### config.mk
export PLATFORM = sky130hd
export DESIGN_NAME = uart_tx_arbiter_flat
export DESIGN_NICKNAME = d
export VERILOG_FILES = /design/src/rtl/uart_tx_arbiter_if.sv /design/src/rtl/uart_tx_arbiter.sv /design/src/flat_wrapper.sv
export SDC_FILE = /design/constraint.sdc
export NUM_CORES = 1
export LEC_CHECK = 0
export CAP_MARGIN = 5
export CORE_UTILIZATION = 48
export CTS_CLUSTER_DIAMETER = 80
export DETAILED_ROUTE_END_ITERATION = 10
export MAX_ROUTING_LAYER = met4
export PLACE_DENSITY = 0.76
export REMOVE_ABC_BUFFERS = 1
export SLEW_MARGIN = 30
export SYNTH_ARGS = -nofsm -noshare
export SYNTH_HDL_FRONTEND = slang
export SYNTH_SLANG_ARGS = --single-unit
### constraint.sdc
create_clock -name clk -period 2.4 [get_ports clk]
set_input_delay 0.48 -clock clk [delete_from_list [all_inputs] [get_ports clk]]
set_output_delay 0.48 -clock clk [all_outputs]
set_load 0.1 [all_outputs]
### src/rtl/uart_tx_arbiter_if.sv
// Requester/transmitter bundle for the UART transmit arbiter.
// The slave side is the arbiter; the master side is requesters plus transmitter.
interface uart_tx_arbiter_if #(
   parameter int NUM_REQ   = 4,
   parameter int DATA_BITS = 8
);
   logic [NUM_REQ-1:0]           req_valid;
   logic [NUM_REQ*DATA_BITS-1:0] req_data;
   logic [NUM_REQ-1:0]           req_ready;
   logic                         tx_start;
   logic [DATA_BITS-1:0]         tx_data;
   logic                         tx_done;
   logic                         busy;
   logic [$clog2(NUM_REQ)-1:0]   grant_id;
   logic                         tx_timeout;

   modport master (
      output req_valid, req_data, tx_done,
      input  req_ready, tx_start, tx_data, busy, grant_id, tx_timeout
   );

   modport slave (
      input  req_valid, req_data, tx_done,
      output req_ready, tx_start, tx_data, busy, grant_id, tx_timeout
   );
endinterface

### src/rtl/uart_tx_arbiter.sv
// Round-robin scheduler sharing one UART transmitter between NUM_REQ producers,
// with a watchdog that recovers from a transmitter that never reports done.
module uart_tx_arbiter #(
   parameter int NUM_REQ        = 4,
   parameter int DATA_BITS      = 8,
   parameter int TIMEOUT_CYCLES = 65536
) (
   input  logic             clk,
   input  logic             reset,
   uart_tx_arbiter_if.slave bus
);
   localparam int GW = $clog2(NUM_REQ);
   localparam int WW = $clog2(TIMEOUT_CYCLES);
   localparam logic [GW:0]   NR     = (GW+1)'(NUM_REQ);
   localparam logic [WW-1:0] WD_MAX = WW'(TIMEOUT_CYCLES - 1);

   localparam logic [1:0] S_IDLE   = 2'd0;
   localparam logic [1:0] S_LAUNCH = 2'd1;
   localparam logic [1:0] S_WAIT   = 2'd2;

   logic [1:0]           state_q, state_d;
   logic [GW-1:0]        last_q, last_d;
   logic [GW-1:0]        grant_q, grant_d;
   logic [DATA_BITS-1:0] data_q, data_d;
   logic [NUM_REQ-1:0]   ready_q, ready_d;
   logic [WW-1:0]        wd_q, wd_d;
   logic                 to_q, to_d;

   logic                 hit;
   logic [GW-1:0]        win;
   logic [GW:0]          cand;

   // Scan starting just after the last winner so it ends up lowest priority.
   always_comb begin
      hit  = 1'b0;
      win  = '0;
      cand = '0;
      for (int k = 1; k <= NUM_REQ; k++) begin
         cand = {1'b0, last_q} + (GW+1)'(k);
         if (cand >= NR) cand = cand - NR;
         if (!hit && bus.req_valid[cand[GW-1:0]]) begin
            hit = 1'b1;
            win = cand[GW-1:0];
         end
      end
   end

   always_comb begin
      state_d = state_q;
      last_d  = last_q;
      grant_d = grant_q;
      data_d  = data_q;
      ready_d = '0;
      wd_d    = wd_q;
      to_d    = to_q;
      unique case (state_q)
         S_IDLE: begin
            if (hit) begin
               data_d  = bus.req_data[win*DATA_BITS +: DATA_BITS];
               grant_d = win;
               last_d  = win;
               ready_d = NUM_REQ'(1) << win;
               state_d = S_LAUNCH;
            end
         end
         S_LAUNCH: begin
            wd_d    = '0;
            state_d = S_WAIT;
         end
         S_WAIT: begin
            // Done takes precedence over a simultaneous watchdog expiry.
            if (bus.tx_done) begin
               state_d = S_IDLE;
            end else if (wd_q == WD_MAX) begin
               to_d    = 1'b1;
               state_d = S_IDLE;
            end else begin
               wd_d = wd_q + 1'b1;
            end
         end
         default: state_d = S_IDLE;
      endcase
   end

   always_ff @(posedge clk or posedge reset) begin
      if (reset) begin
         state_q <= S_IDLE;
         last_q  <= GW'(NUM_REQ - 1);
         grant_q <= '0;
         data_q  <= '0;
         ready_q <= '0;
         wd_q    <= '0;
         to_q    <= 1'b0;
      end else begin
         state_q <= state_d;
         last_q  <= last_d;
         grant_q <= grant_d;
         data_q  <= data_d;
         ready_q <= ready_d;
         wd_q    <= wd_d;
         to_q    <= to_d;
      end
   end

   assign bus.req_ready  = ready_q;
   assign bus.tx_start   = (state_q == S_LAUNCH);
   assign bus.tx_data    = data_q;
   assign bus.busy       = (state_q != S_IDLE);
   assign bus.grant_id   = grant_q;
   assign bus.tx_timeout = to_q;
endmodule

### src/flat_wrapper.sv
// flat-port wrapper written by rule: the top's interface ports become plain ports
module uart_tx_arbiter_flat 
#(
   parameter int NUM_REQ        = 4,
   parameter int DATA_BITS      = 8,
   parameter int TIMEOUT_CYCLES = 65536
)
  (clk, reset, bus_req_valid, bus_req_data, bus_tx_done, bus_req_ready, bus_tx_start, bus_tx_data, bus_busy, bus_grant_id, bus_tx_timeout);
  uart_tx_arbiter_if #(.NUM_REQ(NUM_REQ), .DATA_BITS(DATA_BITS)) bus_i ();
  input  logic clk;
  input  logic reset;
  input wire logic [$bits(bus_i.req_valid)-1:0] bus_req_valid;
  input wire logic [$bits(bus_i.req_data)-1:0] bus_req_data;
  input wire logic [$bits(bus_i.tx_done)-1:0] bus_tx_done;
  output wire logic [$bits(bus_i.req_ready)-1:0] bus_req_ready;
  output wire logic [$bits(bus_i.tx_start)-1:0] bus_tx_start;
  output wire logic [$bits(bus_i.tx_data)-1:0] bus_tx_data;
  output wire logic [$bits(bus_i.busy)-1:0] bus_busy;
  output wire logic [$bits(bus_i.grant_id)-1:0] bus_grant_id;
  output wire logic [$bits(bus_i.tx_timeout)-1:0] bus_tx_timeout;
  assign bus_i.req_valid = bus_req_valid;
  assign bus_i.req_data = bus_req_data;
  assign bus_i.tx_done = bus_tx_done;
  assign bus_req_ready = bus_i.req_ready;
  assign bus_tx_start = bus_i.tx_start;
  assign bus_tx_data = bus_i.tx_data;
  assign bus_busy = bus_i.busy;
  assign bus_grant_id = bus_i.grant_id;
  assign bus_tx_timeout = bus_i.tx_timeout;
  uart_tx_arbiter #(.NUM_REQ(NUM_REQ), .DATA_BITS(DATA_BITS), .TIMEOUT_CYCLES(TIMEOUT_CYCLES)) u_core (.clk(clk), .reset(reset), .bus(bus_i));
endmodule
# == After elaboration in Yosys (flattened, before gate mapping) ==
# Index checks and enable logic that the tools add are counted.
# word_totals
register_bits,35
in_bits,39
out_inout_bits,17
word_cells,76
# op_classes
add_sub_neg,9
n_lt_le_gt_ge,8
eq_ne,7
shift,2
n_mux,29
bitwise,1
n_reduce_logical,13
# op_table
operator,count
16-bit two-way mux,2
16-bit one-hot mux with 2 select lines,1
32-bit by 6-bit indexed part select with 8-bit output,1
2-bit two-way mux,11
16-bit by 1-bit adder with 16-bit output (second input constant),1
16-bit equality test (second input constant),1
3-bit >= comparator (second input constant),4
2-bit by 3-bit < comparator with 1-bit output (second input constant),4
1-bit binary-select mux with 2-bit select,4
1-bit two-way mux,8
4-bit two-way mux,2
2-bit by 1-bit subtractor with 2-bit output (second input constant),4
2-bit by 2-bit adder with 3-bit output (second input constant),2
2-bit one-hot mux with 3 select lines,1
3-bit AND reduction,2
2-bit inequality test (second input constant),2
2-bit AND reduction,2
2-bit nonzero test,2
1-bit by 2-bit left shift with 4-bit output (first input constant),1
2-bit by 1-bit adder with 3-bit output (second input constant),1
2-bit by 3-bit adder with 3-bit output (second input constant),1
1-bit logical AND,3
1-bit zero test,3
3-bit by 2-bit inequality test with 1-bit output (second input constant),1
other kinds (5),5

# == Depth between registers and ports, before layout ==
# logic_depth
ltp_word,18
mapped_depth,7
mapped_depth_nobuf,6

# == Worst setup path after synthesis ==
# No wires, ideal clock.
# synth_timing
kind,register to output
from,register u_core.state_q[1]
to,output bus_tx_start
arrival_ns,1.891
required_ns,1.920
slack_ns,0.029
stages_incl_launch_ff,5
path_buffers,2
cell_sequence,dfrtp_1 > or2b_1 > buf_2 > inv_1 > clkbuf_1
# synth_between
elab_chain_len,1
# synth_lines
item,line,source
from (decl),uart_tx_arbiter.sv:21,"logic [1:0] state_q, state_d;"
from (signal assigned),uart_tx_arbiter.sv:95,state_q <= state_d;
2-bit by 1-bit equality test with 1-bit output,uart_tx_arbiter.sv:106,assign bus.tx_start = (state_q == S_LAUNCH);
to (decl),flat_wrapper.sv:16,output wire logic [$bits(bus_i.tx_start)-1:0] bus_tx_start;
# No other way between the ends.

# == Worst setup path in the final report ==
# layout_timing
from,input bus_req_valid[1]
to,"register u_core.data_q[1], in the netlist u_core.bus.tx_data[1]"
# layout_between
elab_chain_len,13
word_cells_on_any_way,24
classes_between,shift: 1; mux: 16; reduce/logical: 7
# layout_lines
item,line,source
from (decl),flat_wrapper.sv:12,input wire logic [$bits(bus_i.req_valid)-1:0] bus_req_valid;
1-bit binary-select mux with 2-bit select,uart_tx_arbiter.sv:41,if (!hit && bus.req_valid[cand[GW-1:0]]) begin
1-bit two-way mux (implied by the code),uart_tx_arbiter.sv:41,
1-bit two-way mux,uart_tx_arbiter.sv:41,
1-bit zero test,uart_tx_arbiter.sv:41,
1-bit logical AND,uart_tx_arbiter.sv:41,
1-bit two-way mux,uart_tx_arbiter.sv:41,
1-bit zero test,uart_tx_arbiter.sv:41,
1-bit logical AND,uart_tx_arbiter.sv:41,
1-bit two-way mux,uart_tx_arbiter.sv:41,
1-bit zero test,uart_tx_arbiter.sv:41,
1-bit logical AND,uart_tx_arbiter.sv:41,
2-bit two-way mux / 1-bit two-way mux (equally long branches),uart_tx_arbiter.sv:41,
32-bit by 6-bit indexed part select with 8-bit output / 2-bit AND reduction (equally long branches),n/a,
to (signal assigned),uart_tx_arbiter.sv:98,data_q <= data_d;
to (decl),uart_tx_arbiter.sv:24,"logic [DATA_BITS-1:0] data_q, data_d;"
# Several ways; a longest one is shown, not always the timed one. The select of a mux whose other input is x is not followed.
# A chain may end at the register's enable or synchronous reset.

==> out/results.tsv <==
metric	value	unit
via_per_inst	5.73	
netlist_instances	210	
hpwl	3.46	mm
seq_power_share	25.7	%
grt_pass1_vias	1719	
irDropWorstVdd	0.853	mV
synthArstFlopShare	100	%
clock_latency	0.28	ns
die-width	67.3	um
port-buffer-count	55	
fillers	315	
first_pass_iters	4	
status	completed	
cts_max_level	2	
drv_slew	0	
grtUsageTotal	23.8	%
p_per_area	1250	nW/um2
antenna_found_initial	0	
synth_seq_cells	35	
fin_total_pwr	3400	uW
fin_nets	312	
wl_per_cell	14.4	um
fp.dieH	67.3	um
ys_types	53	
grt-ovfl-total	0	
worstReg2RegEnd	u_core.wd_q[10]$_DFFE_PP0P_	
cts.path.max_buffers	2	
tritoncts	built	
postCtsSetupBuffers	0	
critPathKind	in2reg	
grt_pass1_wl	7.70	mm
fmax	501	MHz
ff2ff_path_depth	6	
min_from	u_core.bus.tx_timeout$_DFFE_PP0P_	
critical_path_arrival	2.15	ns
clock-sinks	35	
synth_edf_count	0	
dieArea	4540	um2
start_kind	primary input	
switching_share	53.9	%
p_clk_share	12.1	%
root_buffer	clkbuf_8	
start_util	50.5	%
antenna_left	0	
grt_setup_unrepaired	false	
n_antenna_cell	0	
cp_top_family	compound AO/OA/AOI/OAI gates	
drcViolationCount	0	
path_cells	clkdlybuf4s50_1 -> nand2b_1 -> o22ai_2 -> or2_2 -> o211a_1 -> o21ai_0	
worst_pin_slew	0.531	ns
required	2.56	ns
final_common_cell	clkdlybuf4s50_1	
power_leakage	0.00120	uW
hold_viol	0	
setup_tns	0	ns
drt_wl_total	4.65	mm
path_buf_inv	1	
syn_area	2050	um2
drive_gt1_share	18.7	%
cts.repair.resized	0	
postCtsHoldBufs	0	
seq_area_frac_synth	42.9	%
cap_violations	0	
finalCriticalPeriod	2.00	ns
clk_pin_slew	0.07	ns
cts_buffers	5	
place_congestion	0.840	
comb_power_share	62.2	%
syn2layout_area_growth	32.7	%
critPathMaxFanout	10	
dr_total_vias	1852	
std_cell_rows	23	
min_path_type	reg2reg	
slew_headroom	64.2	%
final_cell_mix	clkdlybuf4s50_1, dfrtp_1, buf_4, nand2_1, nor2_1	
syn_area_per_cell	9.76	um2
cp-end-kind	register	
final.period_utilization	83.2	%
grt_max_degree	36	
drt_iter0_drc	97	
crit_slowest_cell	clkdlybuf4s50_1	
p_int	1570	uW
synth-main-ff-cell	dfrtp_1	
skew	0.00553	ns
setup_violations	0	
critPathMaxStageDelay	0.59	ns
holdPathEnd	u_core.bus.tx_timeout$_DFFE_PP0P_	
reg2reg_slack	0.52	ns
io_pins	56	
whs_path_depth	1	
core_area	4060	um2
reg2reg_from	u_core.wd_q[1]$_DFFE_PP0P_	
power.switching	1830	uW
ys_warn_count	0	
## layer usage
metal,up-vias,GRT usage [%],wire [um]
met5,-,-,0
li1,899,-,-
met3,9,5.74,254
met1,882,27.2,1940
met2,62,39.9,2380
met4,0,9.57,72
## Yosys cell counts (2+ instances only)
cell / number / area share (%)
mux2i_1: 11 / 5.4
nand4_1: 6 / 1.8
o21ai_0: 10 / 2.4
nand3_1: 15 / 3.7
or2_2: 2 / 0.61
a21oi_1: 6 / 1.5
o211a_1: 8 / 3.9
a31oi_1: 2 / 0.61
dfrtp_1: 33 / 40
a211oi_1: 2 / 0.73
dfstp_2: 2 / 2.6
nand2_1: 20 / 3.7
buf_6: 2 / 1.1
buf_2: 4 / 0.98
inv_1: 8 / 1.5
a41oi_1: 2 / 0.85
xnor2_1: 8 / 3.4
o2111ai_1: 8 / 3.4
nor3_1: 8 / 2.0
nor2_1: 18 / 3.3
nor4_1: 2 / 0.61
clkbuf_1: 2 / 0.37
## cell families after synthesis
family	synth area share (%)
compound gates	21.7
mux	5.37
xor+xnor	3.42
simple gates	20.7
buf+inv	5.37
flops	42.9
fa+ha+maj	0.610
## power by group through the flow
stage | registers [uW] | logic [uW] | clock network (uW)
3_5_place_dp | 878 | 2130 | 0
2_1_floorplan | 1620 | 795 | 0
5_1_grt | 893 | 2240 | 454
4_1_cts | 872 | 2130 | 426
6_report | 872 | 2120 | 412
3_3_place_gp | 880 | 2110 | 0
## registers in the layout, summed over array words and instances, names as in the netlist
register and flops:
u_core.last_q 2, u_core.state_q 2, u_core.bus.tx_data 8, u_core.bus.grant_id 2
u_core.bus.req_ready 4, u_core.wd_q 16, u_core.bus.tx_timeout 1
## layout make-up
class,instances,area [um2],share of cell area [%]
flip-flops and latches,35,878,32.3
multi-input cells,155,1060,39.0
clock inverters,1,5.00,0.184
well taps,50,62.6,2.30
clock buffers,7,76.3,2.81
inverters,9,33.8,1.24
repair buffers,66,603,22.2
## worst register-to-register path, cell delays in order, from the launching register on
cell and delay (ns):
dfrtp_1 0.42, ha_1 0.34, nand2_1 0.13, or2_2 0.32, nor4_1 0.34, xnor2_1 0.16
nor2_1 0.05
## worst max path at each step
stage / end / slack, ns / start / depth (start not counted)
3_5_place_dp: u_core.bus.tx_data[1]$_DFFE_PP0P_ / 0.09 / bus_req_valid[1] / 6
5_1_grt: u_core.bus.tx_data[1]$_DFFE_PP0P_ / 0.26 / bus_req_valid[1] / 6
3_3_place_gp: u_core.bus.tx_data[1]$_DFFE_PP0P_ / 0.15 / bus_req_valid[1] / 6
6_report: u_core.bus.tx_data[1]$_DFFE_PP0P_ / 0.40 / bus_req_valid[1] / 6
2_1_floorplan: u_core.bus.tx_data[0]$_DFFE_PP0P_ / 0.22 / u_core.state_q[0]$_DFFE_PP0P_ / 5
4_1_cts: u_core.bus.tx_data[1]$_DFFE_PP0P_ / 0.39 / bus_req_valid[1] / 6
## stage by stage
step / setup slack [ns] / hold WS (ns) / area, um2 / util (%) / std cells
2_1_floorplan: 0.224 / 0.494 / 1970 / - / 199
3_3_place_gp: 0.154 / 0.461 / 2640 / 65.0 / 315
3_5_place_dp: 0.0858 / 0.469 / 2640 / 65.0 / 315
4_1_cts: 0.393 / 0.497 / 2720 / 67.0 / 323
5_1_grt: 0.261 / 0.527 / 2720 / 67.0 / 323
6_report: 0.403 / 0.492 / 2720 / 67.0 / 323
(Power assumes the default switching activity.)
